## src/rtl/axi4_pchase_rd_responder.sv

```systemverilog
// AXI4 read-channel responder that returns synthetic pointer-chase data.
// Each beat carries the address of the beat plus the next pointer in the chain,
// so a chasing initiator can walk a deterministic linked list without memory.
//
// Handshake: AR and R follow strict AXI valid/ready semantics. A transfer happens
// on a rising edge where valid and ready are both high. Once rvalid is raised it
// stays high, with rdata/rid/rresp/rlast held stable, until rready accepts the beat.
module axi4_pchase_rd_responder #(
  parameter int          ADDR_W      = 64,
  parameter int          DATA_W      = 512,
  parameter int          ID_W        = 1,
  parameter int          FIFO_DEPTH  = 4,
  parameter int          RD_LAT      = 8,
  parameter logic [63:0] STRIDE      = 64'h1000,
  parameter int          REGION_BITS = 20,
  parameter logic [63:0] BASE        = 64'h0
) (
  input  logic              clk,
  input  logic              reset,
  input  logic              io_axi_arvalid,
  output logic              io_axi_arready,
  input  logic [ADDR_W-1:0] io_axi_araddr,
  input  logic [ID_W-1:0]   io_axi_arid,
  input  logic [7:0]        io_axi_arlen,
  input  logic [2:0]        io_axi_arsize,
  input  logic [1:0]        io_axi_arburst,
  output logic              io_axi_rvalid,
  input  logic              io_axi_rready,
  output logic [DATA_W-1:0] io_axi_rdata,
  output logic [ID_W-1:0]   io_axi_rid,
  output logic [1:0]        io_axi_rresp,
  output logic              io_axi_rlast,
  output logic [31:0]       io_cnt_ar,
  output logic [31:0]       io_cnt_beat,
  output logic [31:0]       io_cnt_err
);

  localparam int          PTR_W       = $clog2(FIFO_DEPTH);
  localparam int          ENT_W       = ADDR_W + ID_W + 8 + 3 + 2;
  localparam logic [63:0] REGION_MASK = (64'd1 << REGION_BITS) - 64'd1;

  typedef enum logic [1:0] {S_IDLE, S_LAT, S_DATA} state_t;

  state_t              state_q, state_d;
  logic [PTR_W:0]      wr_ptr_q, wr_ptr_d, rd_ptr_q, rd_ptr_d;
  logic                arready_q, arready_d;
  logic [ADDR_W-1:0]   w_addr_q, w_addr_d;
  logic [ID_W-1:0]     w_id_q, w_id_d;
  logic [7:0]          w_len_q, w_len_d;
  logic [2:0]          w_size_q, w_size_d;
  logic [1:0]          w_burst_q, w_burst_d;
  logic                w_err_q, w_err_d;
  logic [7:0]          beat_q, beat_d;
  logic [7:0]          lat_q, lat_d;
  logic                rvalid_q, rvalid_d;
  logic [DATA_W-1:0]   rdata_q, rdata_d;
  logic [ID_W-1:0]     rid_q, rid_d;
  logic [1:0]          rresp_q, rresp_d;
  logic                rlast_q, rlast_d;
  logic [31:0]         cnt_ar_q, cnt_ar_d, cnt_beat_q, cnt_beat_d, cnt_err_q, cnt_err_d;

  logic [ENT_W-1:0]    fifo_mem [FIFO_DEPTH];
  logic                push, pop, take_head, fifo_empty;
  logic [PTR_W:0]      occ_d;
  logic [ADDR_W-1:0]   h_addr;
  logic [ID_W-1:0]     h_id;
  logic [7:0]          h_len;
  logic [2:0]          h_size;
  logic [1:0]          h_burst;
  logic                h_err;

  logic [7:0]          beat_n;
  logic [ADDR_W-1:0]   off, incr_a, wmask, beat_a;
  logic [63:0]         a64, nxt;
  logic [DATA_W-1:0]   beat_data;

  assign push       = io_axi_arvalid & arready_q;
  assign fifo_empty = (wr_ptr_q == rd_ptr_q);
  assign {h_addr, h_id, h_len, h_size, h_burst} = fifo_mem[rd_ptr_q[PTR_W-1:0]];

  // Classify the burst at the FIFO head: reserved burst type, oversize beat, or illegal wrap length.
  always_comb begin
    h_err = 1'b0;
    if (h_burst == 2'b11) h_err = 1'b1;
    if ((32'd1 << h_size) > 32'(DATA_W / 8)) h_err = 1'b1;
    if (h_burst == 2'b10 && !(h_len inside {8'd1, 8'd3, 8'd7, 8'd15})) h_err = 1'b1;
  end

  // AR storage; entries need no reset because the pointers define validity.
  always_ff @(posedge clk) begin
    if (push) fifo_mem[wr_ptr_q[PTR_W-1:0]] <= {io_axi_araddr, io_axi_arid, io_axi_arlen,
                                                io_axi_arsize, io_axi_arburst};
  end

  // Address and payload of the beat about to be presented (first beat, or the one after the current).
  always_comb begin
    beat_n = rvalid_q ? beat_q + 8'd1 : beat_q;
    off    = ADDR_W'(beat_n) << w_size_q;
    incr_a = w_addr_q + off;
    wmask  = ((ADDR_W'(w_len_q) + ADDR_W'(1)) << w_size_q) - ADDR_W'(1);
    case (w_burst_q)
      2'b01:   beat_a = incr_a;
      2'b10:   beat_a = (w_addr_q & ~wmask) | (incr_a & wmask);
      default: beat_a = w_addr_q;
    endcase
    a64 = 64'(beat_a);
    nxt = BASE + ((a64 - BASE + STRIDE) & REGION_MASK);
    beat_data = '0;
    if (!w_err_q) begin
      beat_data[63:0]   = nxt;
      beat_data[127:64] = a64;
    end
  end

  // Burst sequencer: next state, working registers, registered R outputs and counters.
  always_comb begin
    state_d    = state_q;
    w_addr_d   = w_addr_q;
    w_id_d     = w_id_q;
    w_len_d    = w_len_q;
    w_size_d   = w_size_q;
    w_burst_d  = w_burst_q;
    w_err_d    = w_err_q;
    beat_d     = beat_q;
    lat_d      = lat_q;
    rvalid_d   = rvalid_q;
    rdata_d    = rdata_q;
    rid_d      = rid_q;
    rresp_d    = rresp_q;
    rlast_d    = rlast_q;
    cnt_ar_d   = push ? cnt_ar_q + 32'd1 : cnt_ar_q;
    cnt_beat_d = cnt_beat_q;
    cnt_err_d  = cnt_err_q;
    take_head  = 1'b0;
    pop        = 1'b0;

    case (state_q)
      S_IDLE: take_head = !fifo_empty;
      S_LAT: begin
        lat_d = lat_q - 8'd1;
        if (lat_q <= 8'd1) state_d = S_DATA;
      end
      S_DATA: begin
        if (!rvalid_q) begin
          rvalid_d = 1'b1;
          rdata_d  = beat_data;
          rid_d    = w_id_q;
          rresp_d  = w_err_q ? 2'b10 : 2'b00;
          rlast_d  = (beat_n == w_len_q);
        end else if (io_axi_rready) begin
          cnt_beat_d = cnt_beat_q + 32'd1;
          if (rlast_q) begin
            rvalid_d  = 1'b0;
            rdata_d   = '0;
            rid_d     = '0;
            rresp_d   = 2'b00;
            rlast_d   = 1'b0;
            state_d   = S_IDLE;
            take_head = !fifo_empty;
          end else begin
            beat_d  = beat_n;
            rdata_d = beat_data;
            rresp_d = w_err_q ? 2'b10 : 2'b00;
            rlast_d = (beat_n == w_len_q);
          end
        end
      end
      default: state_d = S_IDLE;
    endcase

    // Load the next burst from the FIFO head; shared by IDLE and end-of-burst.
    if (take_head) begin
      pop       = 1'b1;
      w_addr_d  = h_addr;
      w_id_d    = h_id;
      w_len_d   = h_len;
      w_size_d  = h_size;
      w_burst_d = h_burst;
      w_err_d   = h_err;
      beat_d    = 8'd0;
      if (h_err) cnt_err_d = cnt_err_q + 32'd1;
      if (RD_LAT == 0) begin
        state_d = S_DATA;
      end else begin
        state_d = S_LAT;
        lat_d   = 8'(RD_LAT);
      end
    end
  end

  // FIFO pointers and registered arready (low whenever the FIFO will be full).
  always_comb begin
    wr_ptr_d  = wr_ptr_q + (PTR_W + 1)'(push);
    rd_ptr_d  = rd_ptr_q + (PTR_W + 1)'(pop);
    occ_d     = wr_ptr_d - rd_ptr_d;
    arready_d = (occ_d != (PTR_W + 1)'(FIFO_DEPTH));
  end

  // State register; reset abandons any burst in flight and flushes the FIFO.
  always_ff @(posedge clk or negedge reset) begin
    if (!reset) begin
      state_q    <= S_IDLE;
      wr_ptr_q   <= '0;
      rd_ptr_q   <= '0;
      arready_q  <= 1'b0;
      w_addr_q   <= '0;
      w_id_q     <= '0;
      w_len_q    <= '0;
      w_size_q   <= '0;
      w_burst_q  <= '0;
      w_err_q    <= 1'b0;
      beat_q     <= '0;
      lat_q      <= '0;
      rvalid_q   <= 1'b0;
      rdata_q    <= '0;
      rid_q      <= '0;
      rresp_q    <= '0;
      rlast_q    <= 1'b0;
      cnt_ar_q   <= '0;
      cnt_beat_q <= '0;
      cnt_err_q  <= '0;
    end else begin
      state_q    <= state_d;
      wr_ptr_q   <= wr_ptr_d;
      rd_ptr_q   <= rd_ptr_d;
      arready_q  <= arready_d;
      w_addr_q   <= w_addr_d;
      w_id_q     <= w_id_d;
      w_len_q    <= w_len_d;
      w_size_q   <= w_size_d;
      w_burst_q  <= w_burst_d;
      w_err_q    <= w_err_d;
      beat_q     <= beat_d;
      lat_q      <= lat_d;
      rvalid_q   <= rvalid_d;
      rdata_q    <= rdata_d;
      rid_q      <= rid_d;
      rresp_q    <= rresp_d;
      rlast_q    <= rlast_d;
      cnt_ar_q   <= cnt_ar_d;
      cnt_beat_q <= cnt_beat_d;
      cnt_err_q  <= cnt_err_d;
    end
  end

  assign io_axi_arready = arready_q;
  assign io_axi_rvalid  = rvalid_q;
  assign io_axi_rdata   = rdata_q;
  assign io_axi_rid     = rid_q;
  assign io_axi_rresp   = rresp_q;
  assign io_axi_rlast   = rlast_q;
  assign io_cnt_ar      = cnt_ar_q;
  assign io_cnt_beat    = cnt_beat_q;
  assign io_cnt_err     = cnt_err_q;

endmodule
```

## config.mk

```make
export PLATFORM = sky130hd
export DESIGN_NAME = axi4_pchase_rd_responder
export DESIGN_NICKNAME = d
export VERILOG_FILES = /design/src/rtl/axi4_pchase_rd_responder.sv
export SDC_FILE = /design/constraint.sdc
export NUM_CORES = 1
export LEC_CHECK = 0
export CORE_MARGIN = 5
export CORE_UTILIZATION = 40
export DETAILED_ROUTE_END_ITERATION = 6
export GPL_ROUTABILITY_DRIVEN = 0
export PLACE_DENSITY_LB_ADDON = 0.2
export SYNTH_ARGS = -nofsm -noshare
export SYNTH_HDL_FRONTEND = slang
export SYNTH_SLANG_ARGS = --single-unit
```

## constraint.sdc

```tcl
create_clock -name clk -period 11.9 [get_ports clk]
set_input_delay 2.38 -clock clk [delete_from_list [all_inputs] [get_ports clk]]
set_output_delay 2.38 -clock clk [all_outputs]
set_load 0.005 [all_outputs]
```

Word level (Yosys, flattened, before mapping)
Memory sizes are Yosys's and may differ from the RTL's. Cells that the tools add are included.

Flip-flop bits (word level): 717. Bits in latches: 0. Memories: 1. Bits in writable memories: 312. ROM bits: 0.

$add $sub $neg: 12. Multiplexer cells: 42. Bitwise operators: 5. Shift operators: 3. $lt $le $gt $ge: 2. Reductions and logical operators: 15. Equal/unequal tests: 21. Div/mod/pow operators: 0. Multiply operators: 0.

Memory list: fifo_mem (words 4, width 78, rd ports 1, clocked after memory_dff 0, write ports 1, line 62) `logic [ENT_W-1:0] fifo_mem [FIFO_DEPTH];`.

Operators with widths (number): 2-to-1 mux 512 bit (2); 2-to-1 mux 128 bit (2); bitwise AND 64 bit (2); one-hot mux 64 bit (2 select lines) (1); adder 32 x 1 -> 32 bit, second input constant (3); adder 64 bit (1); 2-to-1 mux 8 bit (8); inverter 64 bit (1); bitwise OR 64 bit (1); << shifter 8 x 3 -> 64 bit (1); << shifter 9 x 3 -> 64 bit (1); subtractor 64 x 1 -> 64 bit, second input constant (1); > comparator 32 x 7 -> 1 bit, second input constant (1); << shifter 1 x 3 -> 32 bit, first input constant (1); adder 20 x 13 -> 20 bit, second input constant (1); 2-to-1 mux 1 bit (18); 2-to-1 mux 2 bit (9); inequality test 3 bit, second input constant (5); adder 8 x 1 -> 9 bit, second input constant (1); adder 8 x 1 -> 8 bit, second input constant (1); == test 2 bit, second input constant (4); == test 8 x 1 -> 1 bit, second input constant (1); == test 8 x 2 -> 1 bit, second input constant (1); == test 8 x 3 -> 1 bit, second input constant (1); 22 further kinds (32).

Longest topological paths before layout
Depth after elaboration: 12. Gate-level depth with buffers: 24.

Worst setup path after synthesis
OpenSTA, ideal clock, no wires.

Kind: input-to-reg. From: input port io_axi_arvalid. To: memory fifo_mem[0][0] (netlist bit) (enable). Path slack: 3.511 ns. Stages: 2. Arrival: 7.779 ns. Data required time: 11.290 ns. Cell sequence: nand2_1 -> nor3_1.

Longest elaborated chain between the ends: 3.

Ends and longest elaborated chain: start: declaration (line 20) `input logic io_axi_arvalid,`; bitwise AND 1 bit (line 77) `assign push = io_axi_arvalid & arready_q;`; 2-to-1 mux 1 bit (line 91) `if (push) fifo_mem[wr_ptr_q[PTR_W-1:0]] <= {io_axi_araddr, io_axi_arid, io_axi_arlen,`; 2-to-1 mux 1 bit (implied by the code) (line 91); end: declaration (line 62).

No other way between the ends.

Worst setup path after layout
From: register rvalid_q, in the netlist io_axi_rvalid. To: register rdata_q[19], in the netlist io_axi_rdata[19].

Longest elaborated chain between the ends: 11. Elaborated cells on any way between the ends: 13.

Ends and longest elaborated chain: start: declaration (line 55) `logic rvalid_q, rvalid_d;`; start signal: assignment (line 235) `rvalid_q <= rvalid_d;`; 2-to-1 mux 8 bit (line 97) `beat_n = rvalid_q ? beat_q + 8'd1 : beat_q;`; << shifter 8 x 3 -> 64 bit (line 98) `off = ADDR_W'(beat_n) << w_size_q;`; adder 64 bit (line 99) `incr_a = w_addr_q + off;`; bitwise AND 64 bit (line 103) `2'b10: beat_a = (w_addr_q & ~wmask) | (incr_a & wmask);`; bitwise OR 64 bit (line 103); one-hot mux 64 bit (2 select lines) (line 101) `case (w_burst_q)`; adder 20 x 13 -> 20 bit (line 107) `nxt = BASE + ((a64 - BASE + STRIDE) & REGION_MASK);`; 2-to-1 mux 128 bit (line 109) `if (!w_err_q) begin`; 2-to-1 mux 128 bit (line 152) `if (rlast_q) begin`; 2-to-1 mux 512 bit (line 150) `end else if (io_axi_rready) begin`; 2-to-1 mux 512 bit (line 144) `if (!rvalid_q) begin`; end signal: assignment (line 236) `rdata_q <= rdata_d;`; end: declaration (line 56) `logic [DATA_W-1:0] rdata_q, rdata_d;`.

Several ways; a longest one is shown, not always the timed one. The select of a mux whose other input is x is not followed. A chain may end at the register's enable or synchronous reset.

==> run_results.csv <==
group,metric,value,unit
outcome,outcome,"finished, final reports clean",
cells_and_area,fin_util,0.4563,
drt,ant_nets,0,
cells_and_area,drive_above_1_share,0.08319,
synth,synth_edf_count,312,
timing,max_freq,0.1715,GHz
setup_path,path_delay_family,"compound AO/OA/AOI/OAI gates",
global_routing,grt_max_degree,79,
die,initial_utilization,0.4022,
die,die_h,285.9,µm
hold_path,hold_depth,1,
timing,tightestPinTransition,1.161,ns
timing,fin_crit_sh,0.4901,
setup_path,slowest_stage,"dfrtp_1",
global_routing,antenna_found_initial,4,
setup_path,path_class,"reg -> reg",
power_and_ir_drop,p_leak,0.01407,µW
setup_path,crit_path_max_incr_delay,0.71,ns
setup_path,r2r_slack,6.07,ns
setup_path,arrival,6.34,ns
power_and_ir_drop,power_density,139.0,nW/µm²
power_and_ir_drop,total_power,4800,µW
power_and_ir_drop,power_frac_seq,0.510,
timing,setup_ws,6.068,ns
timing,slew_headroom,0.2181,
die,num_io_pins,696,
synth,synth-seq-cells,588,
setup_path,crit_chain,"nand4_1 > nor2_1 > and3_1 > xnor2_1 > mux2i_1 > mux2i_1 > mux2i_1 > ha_1 > and4_1 > a21o_1 > or3_1 > o22a_1 > a311oi_1 > nand2_1 > a311o_1 > or3_1 > a22o_1 > a211o_1",
setup_path,r2r.worst_path.cells,18,
setup_path,critPathMaxFanout,17,
synth,synth-seq-area-share,0.5345,
clock_network,clock-sinks,588,
clock_network,ctsHoldBuffers,0,
place,pre_cts_ws,5.863,ns
setup_path,cp_common_cell,"mux2i_1",
die,die_w,285.9,µm
timing,fin_skew,0.04128,ns
cells_and_area,fillerInstances,6853,
synth,synth_cell_type_count,87,
clock_network,cts.repair.resized,0,
hold_path,hp-start,"io_cnt_err[31]$_DFFE_PN0P_",
timing,drv_slew,0,
power_and_ir_drop,power_frac_comb,0.082,
clock_network,htree_levels,2,
clock_network,cts_buffers,61,
run,cap_violations,0,
timing,finalCriticalPeriod,5.832,ns
place,port_buffers,266,
synth,async_flop_share,0.4694,
timing,rsz0062_at_grt,"no",
clock_network,clock_latency,0.64,ns
cells_and_area,mostFrequentLayoutCells,"conb_1, nand2_1, edfxtp_1",
drt,drt_iter0_markers,1739,
power_and_ir_drop,vdd_drop_max,107.0,µV
clock_network,cts_tree,"done",
drt,drc_errors,0,
place,dpl.hpwl,60440,µm
synth,syn-cell-area,30450,µm²
drt,via_count,20280,
cells_and_area,area_growth,13.43,%
clock_network,postCtsSetupBuffers,0,
global_routing,grt_pass1_wl,124600,µm
global_routing,grt_use_total,0.1965,
die,design.core.area,75700,µm²
power_and_ir_drop,clock_power_share,0.407,
drt,post_drt_wl_per_cell,21.32,µm
timing,fin_setup_tns,0,ns
synth,syn_inst,2681,
setup_path,r2r_end,"io_axi_rdata[19]$_DFFE_PN0P_",
setup_path,critPathCaptureType,"register",
hold_path,worstHoldEndpoint,"io_cnt_err[31]$_DFFE_PN0P_",
power_and_ir_drop,switchingPower,1134,µW
power_and_ir_drop,p_int,3666,µW
die,die-area,81740,µm²
clock_network,clk_transition_reported_paths,0.06,ns
synth,synth-main-ff-cell,"edfxtp_1",
global_routing,grt_pass1_vias,19980,
cells_and_area,nNetsFinal,3035,
hold_path,min-delay-path-class,"reg -> reg",
clock_network,root_buffer,"clkbuf_16",
synth,synth_area_per_cell,11.36,µm²
setup_path,reg2reg_from,"io_axi_rvalid$_DFFE_PN0P_",
synth,yosysWarnings,0,
drt,dr.pass1.iters,5,
die,rows,101,
cells_and_area,final_common_cell,"conb_1",
clock_network,clock_path_buffers,3,
drt,routed_wl,84180,µm
drt,viasPerCell,5.136,
setup_path,worstPathRequired,12.41,ns
timing,final-hold-violation-count,0,
setup_path,worst_setup_path_start_kind,"register",
timing,setup_viol,0,
global_routing,grt.overflow.total,0,
power_and_ir_drop,p_sw_frac,0.2363,
setup_path,cp.buffers_inverters,0,
==> power groups by stage <==
stage | logic (µW) | registers (µW) | clock network, µW
after floorplan | 299 | 2500 | 0
after CTS | 401 | 2450 | 2010
final | 395 | 2450 | 1960
after detailed placement | 400 | 2490 | 0
after global placement | 393 | 2480 | 0
after global routing | 433 | 2470 | 2090
==> layer usage <==
| metal | vias up | wire [µm] | track usage |
|---|---|---|---|
| li1 | 9170 | - | - |
| met1 | 10120 | 34130 | 0.2582 |
| met2 | 862 | 40620 | 0.3266 |
| met3 | 117 | 6847 | 0.04566 |
| met4 | 2 | 2565 | 0.05951 |
| met5 | - | 13 | 0 |
==> registers in the layout (all words and copies together), names as in the netlist, 2 cells and up <==
signal        count
w_addr_q         64
w_size_q          3
w_len_q           8
w_burst_q         2
state_q           2
io_cnt_err       32
fifo_mem        312
beat_q            8
wr_ptr_q          3
io_cnt_ar        32
io_cnt_beat      32
lat_q             8
io_axi_rdata     72
rd_ptr_q          3
==> layout make-up <==
class / instances / area, µm² / area share
well taps: 978 / 1224 / 0.03543
diodes: 1 / 2.502 / 0.00007246
flip-flops and latches: 588 / 16280 / 0.4714
repair buffers: 294 / 2878 / 0.08332
inverters: 44 / 165.2 / 0.004782
clock inverters: 29 / 360.3 / 0.01043
multi-input cells: 1927 / 11920 / 0.3451
clock buffers: 87 / 1707 / 0.04941
==> how the worst max path moves through the flow <==
| stage | endpoint | cells after the start | startpoint | slack [ns] |
|---|---|---|---|---|
| final | io_axi_rdata[19]$_DFFE_PN0P_ | 18 | io_axi_rvalid$_DFFE_PN0P_ | 6.07 |
| after CTS | io_axi_rdata[19]$_DFFE_PN0P_ | 18 | io_axi_rvalid$_DFFE_PN0P_ | 6.13 |
| after global routing | io_axi_rdata[125]$_DFFE_PN0P_ | 19 | io_axi_rvalid$_DFFE_PN0P_ | 5.55 |
| after floorplan | fifo_mem[0][0]$_DFFE_PP_ | 2 | io_axi_arvalid | 3.51 |
| after global placement | io_cnt_err[27]$_DFFE_PN0P_ | 12 | io_axi_rready | 5.96 |
| after detailed placement | io_cnt_err[27]$_DFFE_PN0P_ | 12 | io_axi_rready | 5.86 |
==> cell families (layout without fill, tap and decap cells) <==
kind of cell | count (synthesis) | in the layout | synth area share
muxes | 110 | 110 | 0.06850
and+or+nand+nor | 829 | 829 | 0.1282
adders and majority gates | 37 | 37 | 0.01545
buffers and inverters | 594 | 454 | 0.1289
DFF | 588 | 588 | 0.5345
AOI/OAI and AO/OA | 374 | 374 | 0.08173
xor gates and xnor gates | 148 | 148 | 0.04257
other | 1 | 430 | 0.0001232
==> cell usage after synthesis, drive strengths merged, types with 11 or more instances <==
library cell / count / area [µm²]
a21o: 17 / 127.6
a21oi: 93 / 469.2
a22o: 23 / 201.4
a31oi: 20 / 146.4
and2: 13 / 81.33
and3: 43 / 269.0
and4: 18 / 160.1
buf: 473 / 3470
clkbuf: 77 / 289.0
dfrtp: 276 / 6907
edfxtp: 312 / 9369
ha: 36 / 450.4
inv: 42 / 157.7
mux2i: 25 / 250.2
mux4: 78 / 1757
nand2: 415 / 1558
nand2b: 16 / 100.1
nand3: 66 / 330.3
nand4: 41 / 286.5
nor2: 108 / 405.4
nor2b: 16 / 100.1
nor3: 35 / 180.2
nor4: 16 / 115.1
o211ai: 18 / 135.1
o21ai: 96 / 480.5
or3: 11 / 73.82
xnor2: 98 / 858.3
xor2: 50 / 437.9
==> through the flow <==
step	cell area, µm²	std cells	hold slack [ns]
after floorplan	32050	3109	0.4462
after global placement	32470	3831	0.4607
after detailed placement	32470	3831	0.4640
after CTS	34530	3947	0.4760
after global routing	34540	3948	0.4931
final	34540	3948	0.4765
No activity file was read; power rests on OpenSTA's default activity.
